### config.mk
export PLATFORM = sky130hd
export DESIGN_NAME = fetch_ctrl
export DESIGN_NICKNAME = d
export VERILOG_FILES = /design/src/rtl/fetch_ctrl.sv
export SDC_FILE = /design/constraint.sdc
export NUM_CORES = 1
export LEC_CHECK = 0
export CAP_MARGIN = 10
export CORE_ASPECT_RATIO = 1.5
export CORE_MARGIN = 1.5
export CORE_UTILIZATION = 27
export CTS_CLUSTER_SIZE = 16
export DETAILED_ROUTE_END_ITERATION = 12
export PLACE_DENSITY = 0.74
export SLEW_MARGIN = 20
export SYNTH_ARGS = -nofsm -noshare
export SYNTH_HDL_FRONTEND = slang
export SYNTH_SLANG_ARGS = --single-unit
### constraint.sdc
create_clock -name clk -period 1.7 [get_ports clk]
set_clock_uncertainty 0.2 [all_clocks]
set_input_delay 0.255 -clock clk [delete_from_list [all_inputs] [get_ports clk]]
set_output_delay 0.255 -clock clk [all_outputs]
set_load 0.005 [all_outputs]
### src/rtl/fetch_ctrl.sv
// fetch_ctrl: IF-stage sequencer for boot, load-use stall, branch redirect and halt drain.
// Optional saturating perf counters are built when FETCH_PERF_CNT_EN is defined.
module fetch_ctrl #(
  parameter int         FLUSH_CYCLES = 3,
  parameter int         DRAIN_CYCLES = 4,
  parameter logic [5:0] HALT_OPCODE  = 6'h3F,
  parameter int         CNT_W        = 32
) (
  input  logic             clk,
  input  logic             rst_n,
  input  logic             start,
  input  logic [31:0]      ir_if,
  input  logic             ld_use_haz,
  input  logic             br_taken,
  output logic             pc_en,
  output logic             pc_sel,
  output logic             if_id_en,
  output logic             if_id_flush,
  output logic             id_ex_flush,
  output logic             halted,
  output logic [2:0]       state_o
`ifdef FETCH_PERF_CNT_EN
  ,
  output logic [CNT_W-1:0] instr_cnt,
  output logic [CNT_W-1:0] stall_cnt,
  output logic [CNT_W-1:0] flush_cnt
`endif
);

  if (FLUSH_CYCLES < 1 || FLUSH_CYCLES > 7) begin : g_bad_flush
    $error("fetch_ctrl: FLUSH_CYCLES must be 1..7");
  end
  if (DRAIN_CYCLES < 1 || DRAIN_CYCLES > 15) begin : g_bad_drain
    $error("fetch_ctrl: DRAIN_CYCLES must be 1..15");
  end
  if (CNT_W < 1) begin : g_bad_cntw
    $error("fetch_ctrl: CNT_W must be >= 1");
  end

  typedef enum logic [2:0] {
    S_IDLE   = 3'd0,
    S_RUN    = 3'd1,
    S_FLUSH  = 3'd2,
    S_DRAIN  = 3'd3,
    S_HALTED = 3'd4
  } state_t;

  localparam logic [3:0] FLUSH_LD = (FLUSH_CYCLES > 1) ? 4'(FLUSH_CYCLES - 2) : 4'd0;
  localparam logic [3:0] DRAIN_LD = 4'(DRAIN_CYCLES - 1);

  state_t     r_state;
  state_t     w_nstate;
  logic [3:0] r_cnt;
  logic [3:0] w_ncnt;
  logic [3:0] w_cnt_dec;
  logic       w_is_halt;
  logic       w_redir;
  logic       w_stall;
  logic       w_unused_ir;

  assign w_is_halt   = (ir_if[31:26] == HALT_OPCODE);
  assign w_unused_ir = ^ir_if[25:0];
  assign w_cnt_dec   = (r_cnt == 4'd0) ? 4'd0 : r_cnt - 4'd1;
  assign state_o     = r_state;

  // State and down-counter registers.
  always_ff @(posedge clk or negedge rst_n) begin
    if (!rst_n) begin
      r_state <= S_IDLE;
      r_cnt   <= 4'd0;
    end else begin
      r_state <= w_nstate;
      r_cnt   <= w_ncnt;
    end
  end

  // Next-state and Mealy outputs; a taken branch redirects the same cycle.
  always_comb begin
    w_nstate    = r_state;
    w_ncnt      = r_cnt;
    pc_en       = 1'b0;
    pc_sel      = 1'b0;
    if_id_en    = 1'b0;
    if_id_flush = 1'b0;
    id_ex_flush = 1'b0;
    halted      = 1'b0;
    w_redir     = 1'b0;
    w_stall     = 1'b0;
    unique case (r_state)
      S_IDLE: begin
        if (start) w_nstate = S_RUN;
      end
      S_RUN: begin
        pc_en    = 1'b1;
        if_id_en = 1'b1;
        if (br_taken) begin
          w_redir = 1'b1;
        end else if (ld_use_haz) begin
          w_stall     = 1'b1;
          pc_en       = 1'b0;
          if_id_en    = 1'b0;
          id_ex_flush = 1'b1;
        end else if (w_is_halt) begin
          pc_en       = 1'b0;
          if_id_flush = 1'b1;
          w_nstate    = S_DRAIN;
          w_ncnt      = DRAIN_LD;
        end
      end
      S_FLUSH: begin
        pc_en       = 1'b1;
        if_id_flush = 1'b1;
        id_ex_flush = 1'b1;
        w_ncnt      = w_cnt_dec;
        if (r_cnt == 4'd0) w_nstate = S_RUN;
      end
      S_DRAIN: begin
        if (br_taken) begin
          w_redir = 1'b1;
        end else begin
          if_id_en    = 1'b1;
          if_id_flush = 1'b1;
          w_ncnt      = w_cnt_dec;
          if (r_cnt == 4'd0) w_nstate = S_HALTED;
        end
      end
      S_HALTED: begin
        halted = 1'b1;
      end
      default: begin
        w_nstate = S_IDLE;
        w_ncnt   = 4'd0;
      end
    endcase
    if (w_redir) begin
      pc_en       = 1'b1;
      pc_sel      = 1'b1;
      if_id_en    = 1'b1;
      if_id_flush = 1'b1;
      id_ex_flush = 1'b1;
      if (FLUSH_CYCLES > 1) begin
        w_nstate = S_FLUSH;
        w_ncnt   = FLUSH_LD;
      end else begin
        w_nstate = S_RUN;
        w_ncnt   = 4'd0;
      end
    end
  end

`ifdef FETCH_PERF_CNT_EN
  logic [CNT_W-1:0] r_instr;
  logic [CNT_W-1:0] r_stall;
  logic [CNT_W-1:0] r_flush;
  logic             w_ev_instr;

  assign w_ev_instr = (r_state == S_RUN) && pc_en && !pc_sel;
  assign instr_cnt  = r_instr;
  assign stall_cnt  = r_stall;
  assign flush_cnt  = r_flush;

  // Saturating fetch, stall and redirect event counters.
  always_ff @(posedge clk or negedge rst_n) begin
    if (!rst_n) begin
      r_instr <= '0;
      r_stall <= '0;
      r_flush <= '0;
    end else begin
      if (w_ev_instr && r_instr != '1) r_instr <= r_instr + CNT_W'(1);
      if (w_stall && r_stall != '1)    r_stall <= r_stall + CNT_W'(1);
      if (w_redir && r_flush != '1)    r_flush <= r_flush + CNT_W'(1);
    end
  end
`endif

endmodule

==> summary.md, run 1 <==
| Metric | Value |
|---|---|
| Clock buffer depth | 2 |
| Ys async rst share | 100% |
| Slew Limit Fails | 0 |
| Die width | 39.0 µm |
| Max Cap Viol | 0 |
| Final Cell Area | 1000 µm² |
| Final GP Congestion | 0.733 |
| Netlist Area Pre-Place | 526 µm² |
| Die Area | 2230 µm² |
| VDD IR max | 928 µV |
| Yosys warns | 0 |
| Dpl cells | 115 |
| Final hold viol count | 0 |
| Main combinational cell family by area after synthesis | simple AND/OR/NAND/NOR gates |
| Port bufs | 19 |
| Met2 GRT Util | 33.6% |
| # H-tree levels | 1 |
| Layout cell share with drive strength beyond 1 | 53.3% |
| Adder-cell area share of the yosys netlist | 4.76% |
| DR iter-0 viols | 8 |
| Synth Instances | 59 |
| Leak pwr | 0.477 nW |
| Commonest non-fill, non-tap cells in the layout | buf_4, dlygate4sd2_1, buf_6 |
| Synth Area in Simple Gates | 27.9% |
| XOR/XNOR Fraction of Synth Area | 1.67% |
| Slew HR | 77.9% |
| # rows | 19 |
| DRT Wirelength | 1710 µm |
| Total core area | 1830 µm² |
| Starting density of the core | 28.7% |
| Clock Latency Late Sink | 0.27 ns |
| Via density | 5.10 |
| Tot GR Track Use | 17.6% |
| DR WL/cell | 13.5 µm |
| DP Worst Slack | -0.518 ns |
| Setup TNS | -0.00429 ns |
| Ratio of final minimum period to clock period | 100% |
| Crit start category | register |
| DRC | 0 |
| RSZ-0062 raised after global routing | true |
| Final hold slack | 0.0501 ns |
| Least-Margin Pin Slew | 0.331 ns |
| Post-route ant nets | 0 |
| Final-report setup violation count | 1 |
| Worst-path clk slew | 0.06 ns |
| Global route hottest layer | met2 |
| Min Clock Period, post-route | 1.70 ns |
| Status | finished, violations left |
| Post-synthesis compound-gate area fraction | 21.9% |
| Diode count | 0 |
| Pwr Density | 1660 nW/µm² |
| Total power | 1.66 mW |
| Hold Path Class | input port to async pin |
| CP arrival | 1.25 ns |
| CTS Sinks | 7 |
| Post-synth EDFFs | 0 |
| CTS Buf Count | 3 |
| Non-Filler Instances | 126 |
| Met1 GRT Util | 15.8% |
| DRT Pass-1 Iters | 4 |
| Synthesized flop and latch total | 7 |
| Placed cell areas | 855 µm² |
| Post-synthesis mux area share | 4.05% |
| Layout Nets | 145 |
| Final WS setup | -0.00429 ns |
| Syn Area/Cell | 8.91 µm² |
| Synth Flop Type | dfrtp_1 |
| Area Growth Syn to Fin | 90.5% |
| CTS root buf | clkbuf_4 |
| Syn nets | 98 |
| Setup crit end kind | output pin |
| CTS tree | built |
| Register area share after synthesis | 33.3% |
| Failing checks | negative setup slack |
| Highest clock rate | 0.587 GHz |
| Final Util | 54.7% |
| Crit Path Max Fanout | 3 |
| Gr ovfl total | 0 |
| Largest net degree at the start of global routing | 9 |
| WP data required | 1.24 ns |
| Yosys cell types | 29 |
| Global Route met3 Usage | 2.33% |
| Num ports | 46 |
| Worst Setup Path Type | register to output pin |
| First-pass GRT wire length | 2730 µm |
| HPWL after detailed placement | 1130 µm |
| Total number of vias | 642 |
| Die height | 57.0 µm |
| Number of global-route vias before repair | 675 |
| Commonest non-fill, non-tap cell in the layout | buf_4 |
| Initial antenna violation count | 0 |
timing repair:
item,4_1_cts,5_1_grt
setup endpoints to repair,10,10
pin swaps,7,5
hold buffers,0,0
setup buffers,6,2
gates resized for setup,44,20
logic make-up (layout without fill, tap and decap cells):
group / after synthesis / after routing
buffers and inverters: 5 / 51
multiplexers: 2 / 2
AO/OA/AOI/OAI: 17 / 17
XOR/XNOR: 1 / 1
flip-flops: 7 / 7
adder cells (fa/ha/maj): 2 / 2
AND/OR/NAND/NOR: 25 / 25
state kept, by name (all words and copies together), names as in the netlist:
name and count:
r_cnt 4, state_o 3
final cells by class:
class	instances	area, µm²
Inverter	3	11.3
Tap cell	21	26.3
Sequential cell	7	178
Fill cell	162	830
Clock buffer	4	26.3
Multi-Input combinational cell	47	392
Timing Repair Buffer	44	368
synth_stat cells (2+ instances only):
cell type	count	area, µm²
dfrtp_1	7	175
nor2_1	6	22.5
a21oi_1	4	20.0
nand2_1	4	15.0
nand2b_1	4	25.0
o21ai_0	4	20.0
inv_1	3	11.3
a211oi_1	2	15.0
and2_1	2	12.5
buf_6	2	22.5
ha_1	2	25.0
nor2b_1	2	12.5
critical path: stages, from the launching register on:
cell      delay [ns]
dfrtp_1         0.39
buf_6           0.13
inv_2           0.05
nand2_2         0.06
a211oi_2        0.22
buf_2           0.14
metal layers:
layer / part of all wire [%] / vias to the layer above / wire length, µm
li1: - / 303 / -
met1: 33 / 300 / 561
met2: 58 / 30 / 989
met3: 4.9 / 9 / 83
met4: 4.2 / 0 / 72
met5: 0 / - / 0
final timing paths:
path	startpoint	end	slack, ns	depth (start not counted)
worst max-delay path	state_o[1]$_DFFE_PN0P_	id_ex_flush	-0.004	5
worst min-delay path	rst_n	state_o[0]$_DFFE_PN0P_	0.05	1
worst max register to register	state_o[1]$_DFFE_PN0P_	r_cnt[0]$_DFFE_PN0P_	0.02	4
worst min register to register	r_cnt[1]$_DFFE_PN0P_	r_cnt[1]$_DFFE_PN0P_	0.36	2
max in group asynchronous	rst_n	state_o[2]$_DFFE_PN0P_	0.99	1
min in group clk	br_taken	state_o[1]$_DFFE_PN0P_	0.31	4
where the power goes:
group	total, mW	switching (mW)	internal, mW
Clock	0.160	0.0700	0.0901
Combinational	1.19	0.500	0.688
Sequential	0.312	0.0724	0.240
Total	1.66	0.643	1.02
(Power assumes the default switching activity.)
==> run 2: changes to the inputs <==
--- a/config.mk
+++ b/config.mk
@@ -9,7 +9,6 @@
 export CORE_ASPECT_RATIO = 1.5
 export CORE_MARGIN = 1.5
 export CORE_UTILIZATION = 27
-export CTS_CLUSTER_SIZE = 16
 export DETAILED_ROUTE_END_ITERATION = 12
 export PLACE_DENSITY = 0.74
 export SLEW_MARGIN = 20
==> results of run 2 <==
No change in the layout: final DEF, timing and power equal those of run 1.
==> run 3: changes to the inputs <==
--- a/config.mk
+++ b/config.mk
@@ -7,10 +7,11 @@
 export LEC_CHECK = 0
 export CAP_MARGIN = 10
 export CORE_ASPECT_RATIO = 1.5
-export CORE_MARGIN = 1.5
+export CORE_MARGIN = 4
 export CORE_UTILIZATION = 27
 export DETAILED_ROUTE_END_ITERATION = 12
 export PLACE_DENSITY = 0.74
+export RECOVER_POWER = 50
 export SLEW_MARGIN = 20
 export SYNTH_ARGS = -nofsm -noshare
 export SYNTH_HDL_FRONTEND = slang
==> run 3 against run 2 <==
Compared with the run above: the run still ends with negative setup slack left; sequential power rose by 5%; setup slack got worse by 0.059 ns; maximum frequency fell by 3.3%; critical path depth did not move; register-to-register slack got worse by 0.05 ns; global-route usage fell by 2.2 points; critical path type unchanged; largest cell class is now non-clock buffers.
==> summary.md, run 3 (synthesized netlist as in run 1, its figures left out) <==
| Metric | Value |
|---|---|
| Status | finished, violations left |
| Failing checks | negative setup slack |
| First-pass GRT wire length | 3040 µm |
| CTS Hold Bufs | 0 |
| Final hold slack | 0.152 ns |
| CTS Buf Count | 3 |
| Final GP Congestion | 0.757 |
| Final Util | 60.6% |
| Clock Latency Late Sink | 0.25 ns |
| Area Growth Syn to Fin | 114% |
| Commonest non-fill, non-tap cells in the layout | buf_4, buf_6, dlymetal6s2s_1 |
| VDD IR max | 1020 µV |
| Die Area | 2730 µm² |
| Ratio of final minimum period to clock period | 104% |
| Clock buffer depth | 2 |
| Die height | 62.0 µm |
| Number of global-route vias before repair | 715 |
| Post-route ant nets | 0 |
| Slew HR | 75.9% |
| CTS Sinks | 7 |
| Max reg flops | 4 |
| Largest net degree at the start of global routing | 8 |
| Via density | 5.10 |
| Worst reg-to-reg path cell count | 4 |
| DR iter-0 viols | 17 |
| Starting density of the core | 28.3% |
| Least-Margin Pin Slew | 0.361 ns |
| Num ports | 46 |
| Final WS setup | -0.0630 ns |
| CTS tree | built |
| # H-tree levels | 1 |
| Total power | 1.91 mW |
| Max Cap Viol | 0 |
| Reg2reg end | r_cnt[0]$_DFFE_PN0P_ |
| DRT Wirelength | 2190 µm |
| Leak pwr | 0.585 nW |
| Layout Nets | 155 |
| Port bufs | 19 |
| Layout cell share with drive strength beyond 1 | 60.0% |
| Setup TNS | -0.132 ns |
| Pwr Density | 1700 nW/µm² |
| # rows | 19 |
| Total core area | 1850 µm² |
| Crit start category | register |
| Initial antenna violation count | 0 |
| Commonest non-fill, non-tap cell in the layout | buf_4 |
| Min Clock Period, post-route | 1.76 ns |
| R2r setup slk | -0.03 ns |
| Hold Path Class | input port to async pin |
| Crit Path Max Fanout | 3 |
| Worst Setup Path Type | register to output pin |
| RSZ-0062 raised after global routing | true |
| Gr ovfl total | 0 |
| DRT Pass-1 Iters | 5 |
| DR WL/cell | 16.1 µm |
| Diode count | 0 |
| Total number of vias | 694 |
| Slew Limit Fails | 0 |
| CTS root buf | clkbuf_4 |
| Highest clock rate | 0.567 GHz |
| Worst r2r src | state_o[2]$_DFFE_PN0P_ |
| DRC | 0 |
| Final hold viol count | 0 |
| Die width | 44.0 µm |
| WP data required | 1.24 ns |
| Layout fillers | 142 |
| Worst-path clk slew | 0.05 ns |
| Final-report setup violation count | 4 |
| Setup crit end kind | output pin |
| CP arrival | 1.31 ns |
| Biggest register | r_cnt |
| Tot GR Track Use | 15.5% |
run 3: area by class of cell:
cell class | instances | area (µm²) | area share [%]
inverters | 3 | 11.3 | 1.00
clock buffers | 4 | 26.3 | 2.34
flip-flops and latches | 7 | 178 | 15.8
well taps | 21 | 26.3 | 2.34
multi-input cells | 47 | 400 | 35.6
repair buffers | 54 | 482 | 42.9
run 3: timing repair:
item                       CTS  global route
setup endpoints to repair   11            11
gates resized for setup     47            29
pin swaps                    8            12
setup buffers               14             6
run 3: stage by stage:
step	area, µm²	instances	worst slack (ns)
final	1120	136	-0.0630
after global routing	1120	136	-0.0977
after CTS	1020	131	-0.0722
after detailed placement	840	113	-0.534
after global placement	840	113	-0.506
after floorplan	526	59	0.0120
run 3: layer usage:
layer | global-route usage [%] | wire length, µm | vias up
li1 | - | - | 323
met1 | 12.6 | 735 | 330
met2 | 33.8 | 1270 | 31
met3 | 2.59 | 114 | 10
met4 | 7.33 | 70 | 0
met5 | 0 | 0 | -
run 3: worst max-delay path by stage:
| stage | startpoint | to | depth (start not counted) |
|---|---|---|---|
| 6_report | state_o[0]$_DFFE_PN0P_ | pc_sel | 5 |
| 5_1_grt | state_o[0]$_DFFE_PN0P_ | pc_sel | 5 |
| 4_1_cts | ir_if[26] | if_id_flush | 6 |
| 3_5_place_dp | ir_if[29] | if_id_flush | 6 |
| 3_3_place_gp | ir_if[29] | if_id_flush | 6 |
| 2_1_floorplan | state_o[2]$_DFFE_PN0P_ | r_cnt[0]$_DFFE_PN0P_ | 4 |
run 3: power breakdown:
part / switching (mW) / total (mW) / internal, mW
clock: 0.0556 / 0.145 / 0.0892
sequential: 0.0878 / 0.328 / 0.240
combinational: 0.597 / 1.44 / 0.845
total: 0.740 / 1.91 / 1.17
run 3: worst max-delay path: stages, from the launching register on:
cell and delay, ns:
dfrtp_1 0.43, buf_6 0.15, buf_6 0.11, nor2b_4 0.12
and2_4 0.15, buf_6 0.11
